==> config.mk <==
export PLATFORM = sky130hd
export DESIGN_NAME = mmd_div_ctrl
export DESIGN_NICKNAME = d
export VERILOG_FILES = /design/src/rtl/mmd_div_ctrl.sv
export SDC_FILE = /design/constraint.sdc
export NUM_CORES = 1
export LEC_CHECK = 0
export ABC_AREA = 1
export CORE_ASPECT_RATIO = 1.25
export CORE_MARGIN = 2
export CORE_UTILIZATION = 30
export CTS_CLUSTER_SIZE = 30
export DETAILED_ROUTE_END_ITERATION = 6
export SLEW_MARGIN = 0
export SYNTH_ARGS = -nofsm -noshare
export SYNTH_HDL_FRONTEND = slang
export SYNTH_SLANG_ARGS = --single-unit
==> constraint.sdc <==
create_clock -name clk -period 4.55 [get_ports clk]
set_input_delay 1.1375 -clock clk [delete_from_list [all_inputs] [get_ports clk]]
set_output_delay 1.1375 -clock clk [all_outputs]
set_load 0.005 [all_outputs]
==> src/rtl/mmd_div_ctrl.sv <==
// Multi-modulus divider control. It divides the fast clock by a clamped
// N + div_ctrl modulus and asks the sigma-delta modulator for its next
// sample once per divided period.
module mmd_div_ctrl #(
  parameter int W       = 6,
  parameter int MIN_DIV = 8,
  parameter int MAX_DIV = 63,
  parameter int PCW     = 16
) (
  input  logic           clk,
  input  logic           rstn,
  input  logic           en,
  input  logic [W-1:0]   N,
  input  logic [W-1:0]   div_ctrl,
  output logic           div_out,
  output logic           sdm_req,
  output logic           sat,
  output logic [W:0]     ratio,
  output logic [PCW-1:0] pcnt
);

  localparam logic signed [W+1:0] MIN_S = (W+2)'(MIN_DIV);
  localparam logic signed [W+1:0] MAX_S = (W+2)'(MAX_DIV);
  localparam logic [W:0]          MIN_R = (W+1)'(MIN_DIV);
  localparam logic [W:0]          MAX_R = (W+1)'(MAX_DIV);
  localparam logic [W:0]          ONE   = (W+1)'(1);

  typedef enum logic {IDLE, RUN} state_t;

  state_t          r_state;
  logic [W:0]      r_cnt;
  logic [W:0]      r_ratio;
  logic            r_div;
  logic            r_req;
  logic            r_sat;
  logic [PCW-1:0]  r_pcnt;

  logic signed [W+1:0] w_sum;
  logic [W:0]          w_r;
  logic                w_clamp;
  logic [W:0]          w_cnt_dec;

  // Clamped modulus from the unsigned ratio plus the signed sdm offset.
  always_comb begin
    w_sum   = $signed({2'b00, N}) + $signed({{2{div_ctrl[W-1]}}, div_ctrl});
    w_r     = w_sum[W:0];
    w_clamp = 1'b0;
    if (w_sum < MIN_S) begin
      w_r     = MIN_R;
      w_clamp = 1'b1;
    end else if (w_sum > MAX_S) begin
      w_r     = MAX_R;
      w_clamp = 1'b1;
    end
    w_cnt_dec = r_cnt - ONE;
  end

  // Divider FSM: cnt runs ratio..1; a new modulus is latched on the cnt==1 edge.
  always_ff @(posedge clk or negedge rstn) begin
    if (!rstn) begin
      r_state <= IDLE;
      r_cnt   <= '0;
      r_ratio <= '0;
      r_div   <= 1'b0;
      r_req   <= 1'b0;
      r_sat   <= 1'b0;
      r_pcnt  <= '0;
    end else begin
      r_req <= 1'b0;
      r_sat <= 1'b0;
      case (r_state)
        IDLE: begin
          r_cnt <= '0;
          r_div <= 1'b0;
          if (en) begin
            r_state <= RUN;
            r_ratio <= w_r;
            r_cnt   <= w_r;
            r_req   <= 1'b1;
            r_sat   <= w_clamp;
            r_div   <= 1'b1;   // cnt==ratio is always above ratio/2
          end
        end
        default: begin
          if (r_cnt == ONE) begin
            r_pcnt <= r_pcnt + 1'b1;
            if (en) begin
              r_ratio <= w_r;
              r_cnt   <= w_r;
              r_req   <= 1'b1;
              r_sat   <= w_clamp;
              r_div   <= 1'b1;
            end else begin
              r_state <= IDLE;
              r_cnt   <= '0;
              r_div   <= 1'b0;
            end
          end else begin
            r_cnt <= w_cnt_dec;
            r_div <= (w_cnt_dec > (r_ratio >> 1));
          end
        end
      endcase
    end
  end

  assign div_out = r_div;
  assign sdm_req = r_req;
  assign sat     = r_sat;
  assign ratio   = r_ratio;
  assign pcnt    = r_pcnt;

endmodule

# Word-level counts from Yosys, hierarchy flattened
# Index checks and enable logic that the tools add are counted.
# totals
register_bits	34
input_bits	15
out_inout_bits	26
word_cells	36
# classes
n_addsub	3
order_cmp	3
eq_ne	2
muxes	20
n_reduce_logical	1
# ops
cell	count
$mux 7	8
$add 16x1->16 const B	1
$mux 1	12
$add 7x6->8	1
$gt 8x7->1 const B	1
$lt 8x5->1 const B	1
$eq 7x1->1 const B	1
$gt 7x6->1	1
$sub 7x1->7 const B	1
$ne 2x1->1 const B	1
$reduce_and 2->1	1

# Longest topological paths before layout
# Gate-level depths: netlist of run 1.
# depth
depth_word	7
mapped_depth	12
ltp_nobuf	12

# Least setup slack after synthesis of run 1
# Ideal clock, no wire load.
# synth_path
path_type	input port to flip-flop
from	input N[0]
to	register r_cnt[0]
setup_time_ns	0.120
arrival_ns	2.477
required_time_ns	4.430
path_slack_ns	1.953
path_stages	10
path_cell_list	ha_1 -> fa_1 -> nand3_1 -> nand2_1 -> nand2_1 -> nand2_1 -> nor2_1 -> nand3_2 -> nand4_1 -> nand2_1
# synth_via
elab_chain_len	7
word_cells_on_any_way	8
classes_between	1 x add/sub; 2 x order compare; 5 x mux
# synth_lines
element	line	text
start, declared	13	input logic [W-1:0] N,
$add 7x6->8 (*)	45	w_sum = $signed({2'b00, N}) + $signed({{2{div_ctrl[W-1]}}, div_ctrl});
$gt 8x7->1	51	end else if (w_sum > MAX_S) begin
$mux 7	51	
$mux 7 (*)	48	if (w_sum < MIN_S) begin
$mux 7 (*)	75, 87	
$mux 7	85	if (r_cnt == ONE) begin
$mux 7 (*)	71	case (r_state)
end signal, assigned	78	r_cnt <= w_r;
end signal, assigned	89	r_cnt <= w_r;
end signal, assigned	99	r_cnt <= w_cnt_dec;
end, declared	31	logic [W:0] r_cnt;
# Every way passes the cells marked *; elsewhere a longest branch is shown, timed or not.
# A chain may end at the register's enable or synchronous reset.

# Worst setup path in the final report of run 1
# layout_path
from	input N[0]
to	register r_cnt[2]
# The elaborated chain is that of the path after synthesis.

==> results.sh, run 1 <==
export IMPL_synth_nets=316
export IMPL_clockRootBuffer="clkbuf_8"
export IMPL_worstRegToRegCells=11
export IMPL_globalRouteOverflowTotal=0
export IMPL_io_buffers=40
export IMPL_clk_pin_slew_worst_paths_ns=0.06
export IMPL_swShare_pct=26.6
export IMPL_antenna_left=0
export IMPL_powerDensity_nw_per_um2=227
export IMPL_netlist_area_um2=2300
export IMPL_grt_pass1_vias=1964
export IMPL_max_vdd_ir_drop_mv=0.100
export IMPL_hpwlAfterDp_um=4030
export IMPL_min_path_type="flop to flop"
export IMPL_setup_viol=0
export IMPL_io_pins=41
export IMPL_routabilityCongestion=0.830
export IMPL_drc_errors=0
export IMPL_min_period_ns=2.88
export IMPL_p_total_w=0.000658
export IMPL_die_w_um=82.2
export IMPL_insertion_delay_ns=0.28
export IMPL_cts_made_buffers=5
export IMPL_holdBufCountCts=0
export IMPL_maxCapViolCount=0
export IMPL_dr_first_iter_drc_count=67
export IMPL_max_clock_path_buffers=2
export IMPL_finalCritPeriodShare_pct=63.3
export IMPL_cp_data_arrival_time_ns=3.05
export IMPL_fin_setup_tns_ns=0
export IMPL_utilization_pct=39.2
export IMPL_grt_pass1_wl_um=8570
export IMPL_fmax_mhz=347
export IMPL_p_int_w=0.000483
export IMPL_slew_viol_final=0
export IMPL_drive_above_1_share_pct=12.0
export IMPL_ys_ff_latch=34
export IMPL_netlist_instances=284
export IMPL_fill_cells=772
export IMPL_vias_per_cell=4.65
export IMPL_crit_path_end_kind="flop"
export IMPL_status="finished clean"
export IMPL_start_util_pct=31.0
export IMPL_synth_cell_types=31
export IMPL_syn_to_final_growth_pct=26.4
export IMPL_synth_warning_count=0
export IMPL_vias=1971
export IMPL_crit_fanout=6
export IMPL_dr_pass1_iters=4
export IMPL_insertedDiodeCount=0
export IMPL_cp_required_ns=4.72
export IMPL_core_area_um2=7400
export IMPL_fin_skew_ns=0.00383
export IMPL_rsz0062_at_grt="false"
export IMPL_p_seq_share_pct=47.6
export IMPL_drt_total_wl_um=5040
export IMPL_grt_antenna_before_repair=0
export IMPL_ys_seq_area_share_pct=37.1
export IMPL_grt_use_total_pct=13.4
export IMPL_power_frac_clock_pct=34.6
export IMPL_cts_tree="done"
export IMPL_worst_pin_slew_ns=0.448
export IMPL_die_area_um2=8370
export IMPL_syn_area_per_cell_um2=8.08
export IMPL_p_sw_w=0.000175
export IMPL_whs_ns=0.505
export IMPL_fin_nets=363
export IMPL_hold_viol_final=0
export IMPL_cts_sinks=34
export IMPL_wire_per_inst_um=11.9
export IMPL_hold_path_cell_count=2
export IMPL_p_leak_nw=1.45
export IMPL_die_h_um=102
export IMPL_slew_headroom_pct=69.9
export IMPL_ctsResizeCount=0
export IMPL_htree_levels=2
export IMPL_critPathLaunchType="input pin"
export IMPL_grt_max_degree=35
export IMPL_crit_type="input pin to flop"
export IMPL_combPwrFrac_pct=17.7
export IMPL_post_cts_buffers=0
export IMPL_row_count=35
## routing by layer
metal / GRT usage (%) / share of wire, % / vias to the layer above
li1: - / - / 990
met1: 13.7 / 40 / 919
met2: 25.9 / 54 / 53
met3: 2.83 / 4.1 / 9
met4: 4.87 / 2.0 / 0
met5: 0 / 0 / -
## flip-flops by register name (all words and copies together), names as in the netlist
signal and flops:
pcnt 16, r_cnt 7, ratio 7, div_out 1
r_state 1, sat 1, sdm_req 1
## worst max-delay path, stage by stage
cell and delay, ns:
clkdlybuf4s50_1 0.40, ha_1 0.25, fa_1 0.47, nand3_1 0.14
nand2_1 0.06, nand2_1 0.05, nand2_1 0.06, nor2_1 0.11
nand3_2 0.16, nand4_1 0.15, nand2_1 0.06
## final timing paths
path	start	endpoint	slack, ns
setup / recovery	N[0]	r_cnt[2]$_DFF_PN0_	1.67
hold / removal	ratio[0]$_DFFE_PN0P_	ratio[0]$_DFFE_PN0P_	0.51
setup reg to reg	r_cnt[0]$_DFF_PN0_	div_out$_DFF_PN0_	2.29
hold reg to reg	ratio[0]$_DFFE_PN0P_	ratio[0]$_DFFE_PN0P_	0.51
max in group asynchronous	rstn	div_out$_DFF_PN0_	2.98
min in group asynchronous	rstn	pcnt[2]$_DFFE_PN0P_	1.26
## Yosys cell counts, drive strengths merged
library cell	n	area [um2]
xnor2	5	43.8
and2	1	6.26
a31oi	1	6.26
nor3	8	50.1
o21ai	8	40.0
nor3b	1	12.5
a211oi	1	7.51
nand3b	3	35.0
nand4	13	81.3
fa	1	20.0
buf	1	7.51
a221oi	1	8.76
ha	16	200
xor2	12	105
nand3	18	133
a21oi	2	10.0
nor2	20	128
dfrtp	34	851
inv	49	184
nand2	89	367
## layout make-up
cell class / count / area, um2 / share of cell area (%)
multi-input combinational: 200 / 1250 / 43.2
sequential: 34 / 851 / 29.3
timing repair buffer: 41 / 408 / 14.1
inverter: 49 / 184 / 6.34
tap: 92 / 115 / 3.97
clock buffer: 7 / 86.3 / 2.97
clock inverter: 1 / 5.00 / 0.172
## power groups by stage
stage               registers (W)  logic [W]  clock network [W]
floorplan                0.000319  0.0000686                  0
global placement         0.000319   0.000117                  0
detailed placement       0.000320   0.000118                  0
CTS                      0.000314   0.000119           0.000239
global route             0.000315   0.000133           0.000254
finish                   0.000314   0.000117           0.000228
## placed cells by master (no fill, tap or decap)
cell type        netlist  layout
a211oi_1               1       1
a21oi_1                2       2
a221oi_1               1       1
a31oi_1                1       1
and2_1                 1       1
buf_4                  1       1
clkbuf_1               0       1
clkbuf_8               0       6
clkdlybuf4s50_1        0      40
clkinv_2               0       1
dfrtp_1               34      34
fa_1                   1       1
ha_1                  16      16
inv_1                 43      43
inv_2                  6       6
nand2_1               80      80
nand2_2                7       7
nand2_4                2       2
nand3_1               11      11
nand3_2                6       6
nand3_4                1       1
nand3b_1               2       2
nand3b_4               1       1
nand4_1               13      13
nor2_1                14      14
nor2_2                 2       2
nor2_4                 2       2
nor2_8                 2       2
nor3_1                 6       6
nor3_2                 2       2
nor3b_2                1       1
o21ai_0                7       7
o21ai_1                1       1
xnor2_1                5       5
xor2_1                12      12
## kinds of logic (layout without fill, tap and decap cells)
logic type      after synthesis  after routing  share of synthesized area [%]
compound gates               13             13                           3.16
fa+ha+maj                    17             17                           9.59
xor+xnor                     17             17                           6.48
simple gates                153            153                           35.4
flops                        34             34                           37.1
buf+inv                      50             98                           8.34
## stage by stage
stage	setup slack [ns]	cells	cell area [um2]
detailed placement	1.38	416	2810
global placement	1.43	416	2810
finish	1.67	424	2900
floorplan	1.95	284	2300
CTS	1.69	424	2900
global route	1.50	424	2900
No activity file was read; power rests on OpenSTA's default activity.
==> inputs of run 2 (changes only) <==
clock period = 2.8 ns   (was 4.55 ns; I/O delays follow)
==> run 2 against run 1 <==
- global-route usage is 0.27 points lower
- first-iteration DRC count shrank 46%
- register-to-register slack lost 1.7 ns
- largest power group unchanged
- non-clock buffer count increased by 1
- wire length is 2.2% lower
- highest routed layer unchanged
- critical path depth did not move
- die area unchanged
- clock skew barely moved
- combinational power grew 62%
- largest cell class unchanged
- hold slack gained 0.0052 ns
==> results.sh, run 2 (synthesized netlist as in run 1, its figures left out) <==
export IMPL_status="finished clean"
export IMPL_crit_buf_inv=1
export IMPL_insertion_delay_ns=0.28
export IMPL_worst_pin_slew_ns=0.439
export IMPL_rrSetupSlack_ns=0.57
export IMPL_drt_total_wl_um=4930
export IMPL_cp_slowest_stage_delay_ns=0.47
export IMPL_antenna_left=0
export IMPL_hpwlAfterDp_um=3950
export IMPL_cts_sinks=34
export IMPL_p_leak_nw=1.47
export IMPL_crit_fanout=6
export IMPL_drive_above_1_share_pct=12.6
export IMPL_drc_errors=0
export IMPL_row_count=35
export IMPL_slew_headroom_pct=70.8
export IMPL_core_area_um2=7400
export IMPL_vias=1927
export IMPL_io_buffers=40
export IMPL_largest_reg_flops=16
export IMPL_cp_data_arrival_time_ns=2.61
export IMPL_clk_pin_slew_worst_paths_ns=0.07
export IMPL_dr_pass1_iters=4
export IMPL_die_area_um2=8370
export IMPL_io_pins=41
export IMPL_syn_to_final_growth_pct=27.6
export IMPL_finalCritPeriodShare_pct=87.1
export IMPL_die_w_um=82.2
export IMPL_fin_skew_ns=0.00342
export IMPL_start_util_pct=31.0
export IMPL_fin_nets=364
export IMPL_cts_tree="done"
export IMPL_fmax_mhz=410
export IMPL_maxCapViolCount=0
export IMPL_clockRootBuffer="clkbuf_8"
export IMPL_max_clock_path_buffers=2
export IMPL_crit_chain="clkdlybuf4s50_1 > ha_1 > fa_1 > nand3_1 > nand2_1 > nand2_1 > nand2_1 > nor2_1 > nand3_2 > nand4_1 > nand2_1"
export IMPL_grt_use_total_pct=13.1
export IMPL_hold_viol_final=0
export IMPL_cts_made_buffers=5
export IMPL_vias_per_cell=4.53
export IMPL_setup_viol=0
export IMPL_fill_cells=774
export IMPL_grt_pass1_wl_um=8490
export IMPL_holdBufCountCts=0
export IMPL_final_common_cell="nand2_1"
export IMPL_fin_setup_tns_ns=0
export IMPL_die_h_um=102
export IMPL_worstRegToRegCells=11
export IMPL_ctsResizeCount=0
export IMPL_cp_top_family="simple AND/OR/NAND/NOR gates"
export IMPL_crit_path_end_kind="flop"
export IMPL_r2r_end="div_out$_DFF_PN0_"
export IMPL_final_cell_mix="nand2_1 (80), inv_1 (43), clkdlybuf4s50_1 (40), dfrtp_1 (34), ha_1 (16)"
export IMPL_max_vdd_ir_drop_mv=0.202
export IMPL_powerDensity_nw_per_um2=382
export IMPL_min_period_ns=2.44
export IMPL_wire_per_inst_um=11.6
export IMPL_hold_path_cell_count=2
export IMPL_routabilityCongestion=0.817
export IMPL_critPathLaunchType="input pin"
export IMPL_globalRouteOverflowTotal=0
export IMPL_insertedDiodeCount=0
export IMPL_p_total_w=0.00112
export IMPL_grt_antenna_before_repair=0
export IMPL_dr_first_iter_drc_count=36
export IMPL_worst_path_most_repeated_cell="nand2_1"
export IMPL_grt_max_degree=35
export IMPL_htree_levels=2
export IMPL_min_path_type="flop to flop"
export IMPL_slew_viol_final=0
export IMPL_post_cts_buffers=0
export IMPL_grt_pass1_vias=1946
export IMPL_rsz0062_at_grt="false"
export IMPL_min_delay_start="ratio[0]$_DFFE_PN0P_"
export IMPL_r2r_start="r_cnt[0]$_DFF_PN0_"
export IMPL_cp_required_ns=2.97
export IMPL_slowest_stage="fa_1"
export IMPL_holdPathEnd="ratio[0]$_DFFE_PN0P_"
export IMPL_crit_type="input pin to flop"
-- run 2: cell type report --
type	count	area [um2]	area share [%]
Tap cell	92	115	3.93
Timing Repair Buffer	42	415	14.2
Inverter	49	184	6.28
Sequential cell	34	851	29.0
Multi-Input combinational cell	200	1250	42.8
Clock buffer	8	110	3.76
-- run 2: layer usage --
layer | vias up | global-route usage (%) | part of all wire, %
met5 | - | 0 | 0
met4 | 0 | 3.85 | 0.47
met3 | 2 | 2.47 | 3.6
met2 | 36 | 25.6 | 54
met1 | 891 | 13.8 | 42
li1 | 998 | - | -
-- run 2: worst min-delay path, cell delays in order (launching register included) --
cell     delay [ns]
dfrtp_1        0.37
nand2_1        0.06
nand2_1        0.05
-- run 2: through the flow --
stage	util, %	setup WS, ns	std cells	area [um2]	hold slack (ns)
3_3_place_gp	38.1	0.119	417	2820	0.499
6_report	39.6	0.362	425	2930	0.511
4_1_cts	39.6	0.368	425	2930	0.516
5_1_grt	39.6	0.202	425	2930	0.546
3_5_place_dp	38.1	0.0594	417	2820	0.489
2_1_floorplan	-	0.640	284	2300	0.404
-- run 2: power breakdown --
group	switching (W)	internal (W)
combinational	0.000103	0.0000864
sequential	0.00000798	0.000502
clock	0.000171	0.000248
-- run 2: how the worst max path moves through the flow --
stage | startpoint | to | cells past startpoint
after floorplan | N[0] | r_cnt[0]$_DFF_PN0_ | 10
after global placement | N[0] | ratio[2]$_DFFE_PN0P_ | 11
after detailed placement | N[0] | r_cnt[2]$_DFF_PN0_ | 11
after CTS | N[0] | r_cnt[2]$_DFF_PN0_ | 11
after global routing | N[0] | r_cnt[2]$_DFF_PN0_ | 11
final | N[0] | r_cnt[2]$_DFF_PN0_ | 11
